## src/rtl/kof_pkg.sv

```systemverilog
`default_nettype none
// ----------------------------------------------------------------------------
// kof_pkg : action encodings, PS/2 prefix bytes and the two-player key map
// Rev 1.0
// ----------------------------------------------------------------------------
package kof_pkg;

  typedef enum logic [1:0] {
    ACT_NONE   = 2'b00,
    ACT_LEFT   = 2'b01,
    ACT_RIGHT  = 2'b10,
    ACT_ATTACK = 2'b11
  } action_t;

  localparam logic [7:0] c_PREFIX_EXT = 8'hE0;
  localparam logic [7:0] c_PREFIX_BRK = 8'hF0;

  localparam logic [7:0] c_P1_LEFT    = 8'h1C;
  localparam logic [7:0] c_P1_RIGHT   = 8'h23;
  localparam logic [7:0] c_P1_ATTACK  = 8'h3B;

  localparam logic [7:0] c_P2_LEFT    = 8'h6B;
  localparam logic [7:0] c_P2_RIGHT   = 8'h74;
  localparam logic [7:0] c_P2_ATTACK  = 8'h75;

  // Extended bytes look up only the P2 map, plain bytes only the P1 map.
  function automatic action_t map_key(input logic [7:0] b, input logic is_ext);
    action_t r;
    r = ACT_NONE;
    if (is_ext) begin
      case (b)
        c_P2_LEFT:   r = ACT_LEFT;
        c_P2_RIGHT:  r = ACT_RIGHT;
        c_P2_ATTACK: r = ACT_ATTACK;
        default:     r = ACT_NONE;
      endcase
    end else begin
      case (b)
        c_P1_LEFT:   r = ACT_LEFT;
        c_P1_RIGHT:  r = ACT_RIGHT;
        c_P1_ATTACK: r = ACT_ATTACK;
        default:     r = ACT_NONE;
      endcase
    end
    return r;
  endfunction

endpackage
`default_nettype wire

```

## src/rtl/key_action_scheduler_if.sv

```systemverilog
`default_nettype none
// ----------------------------------------------------------------------------
// key_action_scheduler_if : scan-code input and per-player action output bus
// Rev 1.0
// ----------------------------------------------------------------------------
interface key_action_scheduler_if;

  logic [7:0] code;
  logic       code_valid;
  logic       tick;
  logic [1:0] p1_action;
  logic [1:0] p2_action;
  logic       action_valid;

  modport master (
    output code, code_valid, tick,
    input  p1_action, p2_action, action_valid
  );

  modport slave (
    input  code, code_valid, tick,
    output p1_action, p2_action, action_valid
  );

endinterface
`default_nettype wire

```

## src/rtl/player_action.sv

```systemverilog
`default_nettype none
// ----------------------------------------------------------------------------
// player_action : held-key tracking, direction resolve and attack cooldown
// Rev 1.0
// ----------------------------------------------------------------------------
module player_action
  import kof_pkg::*;
#(
  parameter int COOLDOWN = 4
)
(
  input  logic    clk,
  input  logic    rst,
  input  logic    i_tick,
  input  action_t i_key,
  input  logic    i_is_break,
  output action_t o_action
);

  localparam logic [3:0] c_COOL_LOAD = 4'(COOLDOWN - 1);

  logic       r_held_left;
  logic       r_held_right;
  logic       r_held_attack;
  action_t    r_last_dir;
  logic [3:0] r_cool;
  action_t    r_action;

  action_t    w_dir;
  action_t    w_next_action;
  logic       w_fire;

  always_comb begin
    w_dir = ACT_NONE;
    if (r_held_left && r_held_right) w_dir = r_last_dir;
    else if (r_held_left)            w_dir = ACT_LEFT;
    else if (r_held_right)           w_dir = ACT_RIGHT;
    w_fire        = r_held_attack && (r_cool == 4'd0);
    w_next_action = w_fire ? ACT_ATTACK : w_dir;
  end

  always_ff @(posedge clk or posedge rst) begin
    if (rst) begin
      r_held_left   <= 1'b0;
      r_held_right  <= 1'b0;
      r_held_attack <= 1'b0;
      r_last_dir    <= ACT_LEFT;
      r_cool        <= 4'd0;
      r_action      <= ACT_NONE;
    end else begin
      case (i_key)
        ACT_LEFT: begin
          r_held_left <= !i_is_break;
          if (!i_is_break) r_last_dir <= ACT_LEFT;
        end
        ACT_RIGHT: begin
          r_held_right <= !i_is_break;
          if (!i_is_break) r_last_dir <= ACT_RIGHT;
        end
        ACT_ATTACK: r_held_attack <= !i_is_break;
        default: ;
      endcase
      // Tick samples the held state from before this edge; a same-cycle key waits.
      if (i_tick) begin
        r_action <= w_next_action;
        if (w_fire)              r_cool <= c_COOL_LOAD;
        else if (r_cool != 4'd0) r_cool <= r_cool - 4'd1;
      end
    end
  end

  assign o_action = r_action;

endmodule
`default_nettype wire

```

## src/rtl/scan_parser.sv

```systemverilog
`default_nettype none
// ----------------------------------------------------------------------------
// scan_parser : PS/2 E0/F0 prefix tracker, flags each completed make or break
// Rev 1.0
// ----------------------------------------------------------------------------
module scan_parser
  import kof_pkg::*;
(
  input  logic       clk,
  input  logic       rst,
  input  logic [7:0] i_code,
  input  logic       i_code_valid,
  output logic       o_done,
  output logic       o_is_break,
  output logic       o_is_ext,
  output logic [7:0] o_byte
);

  typedef enum logic [1:0] {
    IDLE    = 2'd0,
    BRK     = 2'd1,
    EXT     = 2'd2,
    EXT_BRK = 2'd3
  } state_t;

  state_t r_state;
  state_t w_state_nxt;

  always_ff @(posedge clk or posedge rst) begin
    if (rst) r_state <= IDLE;
    else     r_state <= w_state_nxt;
  end

  always_comb begin
    w_state_nxt = r_state;
    o_done      = 1'b0;
    o_is_break  = 1'b0;
    o_is_ext    = 1'b0;
    o_byte      = i_code;
    if (i_code_valid) begin
      if (i_code == c_PREFIX_BRK) begin
        w_state_nxt = (r_state == EXT || r_state == EXT_BRK) ? EXT_BRK : BRK;
      end else if (i_code == c_PREFIX_EXT && r_state != EXT) begin
        // A fresh E0 drops any pending break and starts a new extended code.
        w_state_nxt = EXT;
      end else begin
        w_state_nxt = IDLE;
        o_done      = 1'b1;
        o_is_break  = (r_state == BRK) || (r_state == EXT_BRK);
        o_is_ext    = (r_state == EXT) || (r_state == EXT_BRK);
      end
    end
  end

endmodule
`default_nettype wire

```

## src/rtl/key_action_scheduler.sv

```systemverilog
`default_nettype none
// ----------------------------------------------------------------------------
// key_action_scheduler : turns PS/2 scan codes into per-frame two-player actions
// Rev 1.0
// ----------------------------------------------------------------------------
module key_action_scheduler
  import kof_pkg::*;
#(
  parameter int COOLDOWN = 4
)
(
  input  logic                  clk,
  input  logic                  rst,
  key_action_scheduler_if.slave bus
);

  logic       w_done;
  logic       w_is_break;
  logic       w_is_ext;
  logic [7:0] w_byte;
  action_t    w_mapped;
  action_t    w_key [2];
  action_t    w_action [2];
  logic       r_action_valid;

  scan_parser u_parser (
    .clk          (clk),
    .rst          (rst),
    .i_code       (bus.code),
    .i_code_valid (bus.code_valid),
    .o_done       (w_done),
    .o_is_break   (w_is_break),
    .o_is_ext     (w_is_ext),
    .o_byte       (w_byte)
  );

  always_comb begin
    w_mapped = w_done ? map_key(w_byte, w_is_ext) : ACT_NONE;
    w_key[0] = w_is_ext ? ACT_NONE : w_mapped;
    w_key[1] = w_is_ext ? w_mapped : ACT_NONE;
  end

  generate
    for (genvar gi = 0; gi < 2; gi++) begin : g_player
      player_action #(
        .COOLDOWN (COOLDOWN)
      ) u_player (
        .clk        (clk),
        .rst        (rst),
        .i_tick     (bus.tick),
        .i_key      (w_key[gi]),
        .i_is_break (w_is_break),
        .o_action   (w_action[gi])
      );
    end
  endgenerate

  always_ff @(posedge clk or posedge rst) begin
    if (rst) r_action_valid <= 1'b0;
    else     r_action_valid <= bus.tick;
  end

  assign bus.p1_action    = w_action[0];
  assign bus.p2_action    = w_action[1];
  assign bus.action_valid = r_action_valid;

endmodule
`default_nettype wire
```

## src/flat_wrapper.sv

```systemverilog
// flat-port wrapper written by rule: the top's interface ports become plain ports
module key_action_scheduler_flat import kof_pkg::*;
#(
  parameter int COOLDOWN = 4
)
  (clk, rst, bus_code, bus_code_valid, bus_tick, bus_p1_action, bus_p2_action, bus_action_valid);
  key_action_scheduler_if bus_i ();
  input  logic clk;
  input  logic rst;
  input wire logic [$bits(bus_i.code)-1:0] bus_code;
  input wire logic [$bits(bus_i.code_valid)-1:0] bus_code_valid;
  input wire logic [$bits(bus_i.tick)-1:0] bus_tick;
  output wire logic [$bits(bus_i.p1_action)-1:0] bus_p1_action;
  output wire logic [$bits(bus_i.p2_action)-1:0] bus_p2_action;
  output wire logic [$bits(bus_i.action_valid)-1:0] bus_action_valid;
  assign bus_i.code = bus_code;
  assign bus_i.code_valid = bus_code_valid;
  assign bus_i.tick = bus_tick;
  assign bus_p1_action = bus_i.p1_action;
  assign bus_p2_action = bus_i.p2_action;
  assign bus_action_valid = bus_i.action_valid;
  key_action_scheduler #(.COOLDOWN(COOLDOWN)) u_core (.clk(clk), .rst(rst), .bus(bus_i));
endmodule
```

## config.mk

```make
export PLATFORM = sky130hd
export DESIGN_NAME = key_action_scheduler_flat
export DESIGN_NICKNAME = d
export VERILOG_FILES = /design/src/rtl/kof_pkg.sv /design/src/rtl/key_action_scheduler_if.sv /design/src/rtl/player_action.sv /design/src/rtl/scan_parser.sv /design/src/rtl/key_action_scheduler.sv /design/src/flat_wrapper.sv
export SDC_FILE = /design/constraint.sdc
export NUM_CORES = 1
export LEC_CHECK = 0
export BUFFER_PORTS_ARGS = -buffer_cell sky130_fd_sc_hd__buf_2
export CAP_MARGIN = 30
export CORE_MARGIN = 3
export CORE_UTILIZATION = 55
export DETAILED_ROUTE_END_ITERATION = 6
export PLACE_DENSITY = 0.77
export SLEW_MARGIN = 20
export SYNTH_ARGS = -nofsm -noshare
export SYNTH_HDL_FRONTEND = slang
export SYNTH_SLANG_ARGS = --single-unit
```

## constraint.sdc

```tcl
create_clock -name clk -period 2.1 [get_ports clk]
set_input_delay 0.21 -clock clk [delete_from_list [all_inputs] [get_ports clk]]
set_output_delay 0.21 -clock clk [all_outputs]
set_load 0.01 [all_outputs]
```

==> results.toml <==
[clock_network]
cts_made_buffers = 3
worst_setup_hold_path_clk_slew_ns = 0.13
ctsHtreeMaxLevel = 1
numClockSinks = 25
clk_root_buffer_cell = "clkbuf_4"
tritoncts = "built"
clkLatencyLatePin_ns = 0.30
cts.path.max_buffers = 2

[finish]
layout-drive-gt1-share = 0.178
most-common-layout-cells = "dfrtp_1, buf_2, inv_1, nand2_1, a21oi_1"
seq_area_um2 = 628
finalCoreUtilization = 0.693
fin_cells = 184
num_antenna_cells = 0
area_growth_pct = 12.6
filler_cell_count = 170
multiInputGateArea_um2 = 591
final_common_cell = "dfrtp_1"
finalInstanceArea_um2 = 1430
design.final.nets = 175

[synthesis]
mappedNetlistNets = 153
synth_compound_area_frac = 0.179
post_synth_and_or_nand_nor_area_fraction = 0.232
synth_adder_area_share = 0.0493
synth_area_um2 = 1270
synth-xor-area-share = 0
yosys_top_cell_area_share = 0.454
synth_seq_cells = 25
post_synth_mux_area_share = 0
synth.top_cells.by_area = "dfrtp_1, a21oi_1, ha_1"
synth_top_area_cell = "dfrtp_1"
mean_instance_size_in_the_synthesized_netlist_um2 = 9.33
yosys_warnings = 0
synth_cell_types = 32
synth.yosys.seq_area_share = 0.495
netlist_instances = 136
largest_family_of_logic_cells_by_synthesized_area = "simple AND/OR/NAND/NOR gates"

[placed_design]
final_hpwl_dp_mm = 1.77
place.port_buffers = 16
gpl.final_weighted_congestion = 0.786
numPlacedInstances = 179
placed_cell_area_um2 = 1390
place_ws_ns = 0.164

[floorplanning]
design.core.area_um2 = 2060
die_w_um = 54.0
io_pins = 17
row_count = 16
die_y_um = 54.0
floorplan.initialDensity = 0.615
design.die.area_um2 = 2920

[global_route]
overflow = 0
grt_pass1_vias = 1032
global_route.usage.total = 0.192
grt_start_max_net_pins = 26
grt_first_pass_wirelength_mm = 4.15
antenna_found_initial = 0

[timing]
worst-slew-pin-transition_ns = 0.542
post_layout_worst_setup_margin_ns = 0.258
final_period_minus_worst_setup_slack_ns = 1.84
setup_viol_count_final = 0
finClkSkew_ns = 0.00203
finalMaxSlewViolations = 0
min_period_over_period = 0.877
final-hold-violation-count = 0
max_slew_margin = 0.633
fmaxAchievable_mhz = 543
finalSetupTns_ns = 0
rsz0062_at_grt = "false"

[critical_path]
critical_path_class = "reg -> reg"
crit_path_start_kind = "flop"
end_kind = "flop"
worstPathMaxFanout = 5
required_ns = 2.33
data_arrival_time_of_the_worst_path_ns = 2.07

[pwr]
power.sequential.fraction = 0.558
ir_drop_mv = 0.405
pwr-share-comb = 0.261
clock_power_share = 0.181
p_sw_frac = 0.314
switchingPower_mw = 0.361
internal_power_mw = 0.790
leakage_nw = 0.669
p_per_area_nw_per_um2 = 806

[detailed_routing]
drc_errors = 0
routed_wirelength_mm = 2.30
first_iteration_detailed_routing_drc_count = 16
drt.antenna.violating_nets = 0
drt-pass1-iter-count = 4
via_per_inst = 5.71
dr_total_vias = 1050
wl_per_cell_um = 12.5

[job]
timing.max_cap.violations = 0

[run_status]
outcome = "completed"

[hold_path]
min-delay-path-class = "in -> reg"
## per-layer routing
metal	vias to the layer above	track usage	wire length [µm]
li1	522	-	-
met1	507	0.241	1040
met2	17	0.339	1160
met3	4	0.0277	82
met4	0	0.0581	17
met5	-	0	0
## final timing paths
check,endpoint,slack (ns),depth (start not counted),start
setup reg to reg,u_core.g_player[1].u_player.r_last_dir[1],0.26,7,u_core.u_parser.r_state[1]
hold / removal,u_core.u_parser.r_state[1],0.15,2,bus_code_valid
hold reg to reg,u_core.g_player[1].u_player.r_last_dir[0],0.51,2,u_core.g_player[1].u_player.r_last_dir[0]
max in group asynchronous,u_core.g_player[1].u_player.r_last_dir[0],1.32,4,rst
min in group asynchronous,u_core.g_player[0].u_player.r_cool[1],0.50,4,rst
setup / recovery,u_core.g_player[1].u_player.r_last_dir[1],0.26,7,u_core.u_parser.r_state[1]
## cell type report
class	count	area share
clock buffers	4	0.0184
repair buffers	18	0.0683
well taps	27	0.0236
inverters	14	0.0368
multi-input cells	96	0.413
flip-flops and latches	25	0.440
## critical path: stages, from the launching register on
cell	delay (ns)
dfrtp_1	0.44
nand2_1	0.08
or3_1	0.33
nor4_2	0.28
ha_1	0.31
inv_1	0.08
a21oi_1	0.06
a2bb2oi_1	0.19
## kinds of logic (layout without fill, tap and decap cells)
family                     after synthesis  in the layout
and+or+nand+nor                         54             54
AOI/OAI and AO/OA                       37             37
adders and majority gates                5              5
buffers and inverters                   15             36
DFF                                     25             25
## state kept, by name, summed over array words and instances, names as in the netlist
signal and cells:
u_core.g_player.u_player.r_last_dir 4, u_core.g_player.u_player.r_cool 8, u_core.bus.action_valid 1, u_core.g_player.u_player.r_held_right 2, u_core.g_player.u_player.r_held_attack 2, u_core.u_parser.r_state 2
u_core.g_player.u_player.o_action 4, u_core.g_player.u_player.r_held_left 2
## synth_stat cells, drive strengths merged
cell     count
a21o         4
a21oi       13
a2bb2oi      2
a311o        2
a31o         1
a31oi        1
and3         4
clkbuf       1
dfrtp       23
dfstp        2
ha           5
inv         14
nand2       14
nand2b       5
nand3        3
nand3b       1
nand4b       1
nor2         9
nor2b        2
nor3         6
nor4         2
nor4b        1
o21a         1
o21ai       10
o22ai        1
o31ai        1
o32ai        1
or3          2
or3b         2
or4          1
or4b         1
## timing repair
action	4_1_cts	5_1_grt
hold endpoints to repair	23	0
hold buffers	1	0
setup endpoints to repair	0	2
setup buffers	0	0
gates resized for setup	0	1
## power by group through the flow
stage	registers (mW)	logic [mW]	clock network, mW
2_1_floorplan	0.637	0.224	0
3_3_place_gp	0.646	0.282	0
3_5_place_dp	0.654	0.302	0
4_1_cts	0.643	0.305	0.214
5_1_grt	0.656	0.360	0.232
6_report	0.643	0.301	0.208
## through the flow
stage,total power [mW],hold WS [ns]
after floorplan,0.862,0.236
after global placement,0.929,0.268
after detailed placement,0.956,0.301
after CTS,1.16,0.142
after global routing,1.25,0.149
final,1.15,0.146
(Power assumes the default switching activity.)
